<file path="config.mk">
export PLATFORM = sky130hd
export DESIGN_NAME = sram_req_bridge
export DESIGN_NICKNAME = d
export VERILOG_FILES = /design/src/rtl/sram_req_bridge.sv
export SDC_FILE = /design/constraint.sdc
export NUM_CORES = 1
export LEC_CHECK = 0
export BUFFER_PORTS_ARGS = -buffer_cell sky130_fd_sc_hd__buf_4
export CORE_UTILIZATION = 45
export CTS_CLUSTER_DIAMETER = 60
export DETAILED_ROUTE_END_ITERATION = 6
export GPL_ROUTABILITY_DRIVEN = 0
export HOLD_SLACK_MARGIN = 0.06
export PLACE_DENSITY_LB_ADDON = 0.2
export SLEW_MARGIN = 10
export SYNTH_ARGS = -nofsm -noshare
export SYNTH_HDL_FRONTEND = slang
export SYNTH_SLANG_ARGS = --single-unit
</file>
<file path="constraint.sdc">
create_clock -name clk -period 1.95 [get_ports clk]
set_input_delay 0.195 -clock clk [delete_from_list [all_inputs] [get_ports clk]]
set_output_delay 0.195 -clock clk [all_outputs]
set_load 0.1 [all_outputs]
</file>
<file path="src/rtl/sram_req_bridge.sv">
// sram_req_bridge: credit-limited bridge from a core request/response channel to a synchronous SRAM port.
// Define SRAM_BRIDGE_STAT_EN to add the stat_reqs / stat_req_stall / stat_resp_stall counters.
module sram_req_bridge #(
   parameter int ADDR_W     = 32,
   parameter int DATA_W     = 32,
   parameter int RD_LAT     = 1,
   parameter int RESP_DEPTH = 4
) (
   input  logic                  clk,
   input  logic                  resetn,
   input  logic                  req_valid,
   input  logic                  req_wr,
   input  logic [ADDR_W-1:0]     req_addr,
   input  logic [DATA_W-1:0]     req_wdata,
   input  logic [DATA_W/8-1:0]   req_strb,
   output logic                  req_ack,
   output logic                  resp_valid,
   output logic [DATA_W-1:0]     resp_data,
   input  logic                  resp_ack,
   output logic                  sram_en,
   output logic [DATA_W/8-1:0]   sram_wen,
   output logic [ADDR_W-1:0]     sram_addr,
   output logic [DATA_W-1:0]     sram_wdata,
   input  logic [DATA_W-1:0]     sram_rdata,
   output logic                  busy
`ifdef SRAM_BRIDGE_STAT_EN
   ,
   output logic [31:0]           stat_reqs,
   output logic [31:0]           stat_req_stall,
   output logic [31:0]           stat_resp_stall
`endif
);

   localparam int STRB_W = DATA_W / 8;
   localparam int PTR_W  = $clog2(RESP_DEPTH);
   localparam int CNT_W  = PTR_W + 1;
   localparam int OUT_W  = $clog2(RESP_DEPTH + RD_LAT + 1);
   localparam logic [OUT_W-1:0] DEPTH_O = OUT_W'(RESP_DEPTH);

   logic [RD_LAT-1:0] pend_q, pend_d;
   logic [PTR_W-1:0]  wr_ptr_q, wr_ptr_d;
   logic [PTR_W-1:0]  rd_ptr_q, rd_ptr_d;
   logic [CNT_W-1:0]  cnt_q, cnt_d;
   logic [DATA_W-1:0] mem_q [RESP_DEPTH];
   logic [DATA_W-1:0] mem_d [RESP_DEPTH];

   logic [OUT_W-1:0]  in_flight;
   logic [OUT_W-1:0]  outstanding;
   logic              rd_acc;
   logic              push;
   logic              pop;

   // Credit covers reads still in the SRAM pipe as well as buffered responses,
   // so every accepted read is guaranteed a FIFO slot when its data returns.
   always_comb begin
      in_flight = '0;
      for (int i = 0; i < RD_LAT; i++) begin
         in_flight = in_flight + OUT_W'(pend_q[i]);
      end
   end

   assign outstanding = OUT_W'(cnt_q) + in_flight;
   assign req_ack     = resetn & (req_wr | (outstanding < DEPTH_O));

   assign sram_en    = req_valid & req_ack;
   assign sram_wen   = {STRB_W{req_wr & sram_en}} & req_strb;
   assign sram_addr  = req_addr;
   assign sram_wdata = req_wdata;

   assign rd_acc     = sram_en & ~req_wr;
   assign push       = pend_q[RD_LAT-1];
   assign resp_valid = (cnt_q != '0);
   assign pop        = resp_valid & resp_ack;
   assign resp_data  = resp_valid ? mem_q[rd_ptr_q] : '0;
   assign busy       = (|pend_q) | resp_valid;

   always_comb begin
      pend_d    = '0;
      pend_d[0] = rd_acc;
      for (int i = 1; i < RD_LAT; i++) begin
         pend_d[i] = pend_q[i-1];
      end
   end

   always_comb begin
      wr_ptr_d = wr_ptr_q;
      rd_ptr_d = rd_ptr_q;
      cnt_d    = cnt_q;
      if (push) begin
         wr_ptr_d = wr_ptr_q + PTR_W'(1);
      end
      if (pop) begin
         rd_ptr_d = rd_ptr_q + PTR_W'(1);
      end
      case ({push, pop})
         2'b10:   cnt_d = cnt_q + CNT_W'(1);
         2'b01:   cnt_d = cnt_q - CNT_W'(1);
         default: cnt_d = cnt_q;
      endcase
   end

   always_comb begin
      for (int i = 0; i < RESP_DEPTH; i++) begin
         mem_d[i] = mem_q[i];
      end
      if (push) begin
         mem_d[wr_ptr_q] = sram_rdata;
      end
   end

   always_ff @(posedge clk or negedge resetn) begin
      if (!resetn) begin
         pend_q   <= '0;
         wr_ptr_q <= '0;
         rd_ptr_q <= '0;
         cnt_q    <= '0;
      end else begin
         pend_q   <= pend_d;
         wr_ptr_q <= wr_ptr_d;
         rd_ptr_q <= rd_ptr_d;
         cnt_q    <= cnt_d;
      end
   end

   // Storage needs no reset: resp_data is masked whenever the count is zero.
   always_ff @(posedge clk) begin
      for (int i = 0; i < RESP_DEPTH; i++) begin
         mem_q[i] <= mem_d[i];
      end
   end

`ifdef SRAM_BRIDGE_STAT_EN
   logic [31:0] stat_reqs_q, stat_reqs_d;
   logic [31:0] stat_req_stall_q, stat_req_stall_d;
   logic [31:0] stat_resp_stall_q, stat_resp_stall_d;

   always_comb begin
      stat_reqs_d       = stat_reqs_q;
      stat_req_stall_d  = stat_req_stall_q;
      stat_resp_stall_d = stat_resp_stall_q;
      if (sram_en) begin
         stat_reqs_d = stat_reqs_q + 32'd1;
      end
      if (req_valid & ~req_ack) begin
         stat_req_stall_d = stat_req_stall_q + 32'd1;
      end
      if (resp_valid & ~resp_ack) begin
         stat_resp_stall_d = stat_resp_stall_q + 32'd1;
      end
   end

   always_ff @(posedge clk or negedge resetn) begin
      if (!resetn) begin
         stat_reqs_q       <= '0;
         stat_req_stall_q  <= '0;
         stat_resp_stall_q <= '0;
      end else begin
         stat_reqs_q       <= stat_reqs_d;
         stat_req_stall_q  <= stat_req_stall_d;
         stat_resp_stall_q <= stat_resp_stall_d;
      end
   end

   assign stat_reqs       = stat_reqs_q;
   assign stat_req_stall  = stat_req_stall_q;
   assign stat_resp_stall = stat_resp_stall_q;
`endif

endmodule

</file>
==> flow_summary_export.csv <==
group,metric,value,unit
timing,final-hold-violation-count,0,
clock_tree,clkTransAtPathRegs,0.06,ns
floorplan,dieArea,13500,µm²
synthesis,synth_edf_count,128,
place,place_area,6300,µm²
critical_path,crit_path_max_fanout,6,
timing,period_share,1.11,
pwr,vdd_ir_drop_max,1.19,mV
pwr,power_density,1940,nW/µm²
floorplan,die_h,116,µm
timing,drv_slew,0,
floorplan,start_util,0.463,
timing,finalCriticalPeriod,2.16,ns
synthesis,synth_area_leader_cell,"edfxtp_1",
timing,maxSlewHeadroom,0.793,
clock_tree,cts-root-buf,"clkbuf_16",
clock_tree,cts_tree,"yes",
critical_path,worst_ep_arrival_time,1.97,ns
clock_tree,clk_latency,0.40,ns
synthesis,netlist_area,5870,µm²
detailed_routing,via_per_inst,4.98,
synthesis,synth_seq_cells,136,
synthesis,synthFlopType,"edfxtp_1",
global_route,grt_max_degree,27,
global_route,grt_usage,0.189,
detailed_routing,route.detailed.drc,0,
clock_tree,clock_sinks,136,
synthesis,synth-xor-area-share,0.0104,
detailed_routing,final_antenna_net_count,0,
floorplan,fp.dieW,116,µm
synthesis,synth.most_common_cell,"edfxtp_1",
finish,syn_to_final_growth,35.0,%
synthesis,ys_warn_count,0,
floorplan,rows,41,
run_status,status,"complete, but fails checks",
global_route,grt-ovfl-total,0,
synthesis,synth_common_cells,"edfxtp_1 (128), buf_4 (64), and2_1 (41)",
finish,nets,511,
floorplan,core_region_area,12700,µm²
floorplan,pin_count,209,
run_status,violations,"negative setup slack",
critical_path,cp-end-kind,"primary output",
place,numPortBuffers,80,
clock_tree,ctsHtreeMaxLevel,4,
finish,diodes,0,
critical_path,crit_type,"register to primary output",
timing,setup_slack,-0.211,ns
detailed_routing,vias,2913,
critical_path,cp-start-kind,"register",
critical_path,crit_required,1.75,ns
pwr,p_leak,2.95,nW
critical_path,reg2reg_slack,0.06,ns
synthesis,async_reset_ff_frac,0.0588,
synthesis,synthDistinctLibCells,26,
timing,rsz0062_at_grt,"true",
place,dp_hpwl,7260,µm
clock_tree,cts_made_buffers,17,
timing,worst_pin_slew,0.311,ns
finish,fin_util,0.626,
global_route,grt_first_pass_wirelength,17600,µm
synthesis,synth_cells,317,
synthesis,seq_area_frac_synth,0.689,
synthesis,syn_area_per_cell,18.5,µm²
detailed_routing,wl,12200,µm
flow_run,cap_violations,0,
synthesis,synthMuxAreaShare,0.127,
clock_tree,cts_buffer_depth,2,
finish,fin_area,7930,µm²
timing,clock_skew,0.0110,ns
global_route,grt_pass1_vias,3065,
hold_path,hold_path.class,"primary input to register",
detailed_routing,drt_first_iter_violations,115,
synthesis,synthSimpleGateAreaFrac,0.0516,
timing,finalSetupViolCount,32,
timing,fmax,463,MHz
global_route,antenna_found_initial,0,
place,dpl_worst_slack,0.0896,ns
synthesis,synth_top_family_by_area,"multiplexers",
detailed_routing,post_drt_wl_per_cell,20.9,µm
synthesis,synthDominantCellAreaShare,0.655,
synthesis,syn_nets,428,
detailed_routing,detail_route.first_pass.iterations,6,
synthesis,synth-adder-area-share,0.0141,
synthesis,synth_compound_area_frac,0.00384,
synthesis,synth.area.top_cells,"edfxtp_1 (65%), mux4_2 (11%), buf_4 (8.2%)",
finish,drive_gt1_frac,0.511,
[flip-flops by register name (all words and copies together) (netlist names)]
register and count:
cnt_q 3, mem_q 128, pend_q 1, rd_ptr_q 2, wr_ptr_q 2
[power breakdown]
part	leakage, nW	internal [W]	total, W	switching [W]
Clock	0.295	0.00216	0.00333	0.00118
Combinational	1.41	0.00358	0.00855	0.00497
Sequential	1.25	0.00339	0.00350	0.000114
Total	2.95	0.00912	0.0154	0.00626
[routing by layer]
metal	track usage	up-vias	wire length [µm]
met4	0.0607	0	187
met2	0.321	105	6430
met5	0	-	0
li1	-	1295	-
met1	0.222	1490	4860
met3	0.0711	23	726
[metrics by stage]
step | std cells | hold slack [ns] | TNS, ns | power [W]
after detailed placement | 507 | 0.0350 | 0 | 0.00994
final | 585 | 0.0828 | -5.15 | 0.0154
after CTS | 583 | 0.0673 | -5.78 | 0.0151
after global placement | 507 | 0.0355 | 0 | 0.00991
after floorplan | 317 | -0.101 | -0.446 | 0.00929
after global routing | 585 | 0.0760 | -7.28 | 0.0159
[area by class of cell]
cell class,count,area [µm²]
fill,910,4740
sequential,136,4050
timing repair buffer,141,1720
multi-input combinational,98,1300
clock buffer,19,433
tap,172,215
clock inverter,13,191
inverter,6,22.5
[path summary, 6_finish.rpt]
path / startpoint / endpoint / depth (start not counted)
worst max register to register: cnt_q[2]$_DFFE_PN0P_ / cnt_q[2]$_DFFE_PN0P_ / 8
worst min register to register: wr_ptr_q[0]$_DFFE_PN0P_ / wr_ptr_q[0]$_DFFE_PN0P_ / 1
min in group asynchronous: resetn / pend_q$_DFF_PN0_ / 2
max in group asynchronous: resetn / rd_ptr_q[0]$_DFFE_PN0N_ / 2
worst min-delay path: resp_ack / rd_ptr_q[1]$_DFFE_PN0N_ / 3
worst max-delay path: rd_ptr_q[0]$_DFFE_PN0N_ / resp_data[4] / 5
[layout by cell type, fill, tap and decap left out, types with 2 or more instances in the layout]
cell           instances
and2_1                 7
and2_2                 4
and2_4                30
buf_12                38
buf_4                 58
buf_6                  8
bufinv_16              4
clkbuf_1               2
clkbuf_16             18
clkinvlp_4             3
dfrtp_1                5
dfrtp_2                3
dlygate4sd3_1         33
edfxtp_1             128
ha_1                   4
inv_1                  6
inv_6                  4
mux4_2                32
nand3_1                2
xnor2_1                2
xor2_1                 4
[kinds of logic after synthesis]
logic type	count (synthesis)
AND/OR/NAND/NOR	49
adder cells (fa/ha/maj)	6
flip-flops	136
buffers and inverters	83
AO/OA/AOI/OAI	3
multiplexers	33
XOR/XNOR	7
[worst max-delay path: stages, from the launching register on]
cell and delay (ns):
dfrtp_2 0.45, buf_12 0.15, buf_12 0.13, mux4_2 0.52
and2_4 0.17, buf_12 0.16
[what timing repair did]
item                                    in CTS  in global routing
cloned                                       3                  1
endpoints found under the setup margin      34                 38
pin swaps                                   22                  6
gates resized for setup                    112                 32
setup buffers                                8                  2
hold endpoints to repair                   136                  0
hold buffers                                33                  0
Note: power is estimated with default switching activity, not from simulation.
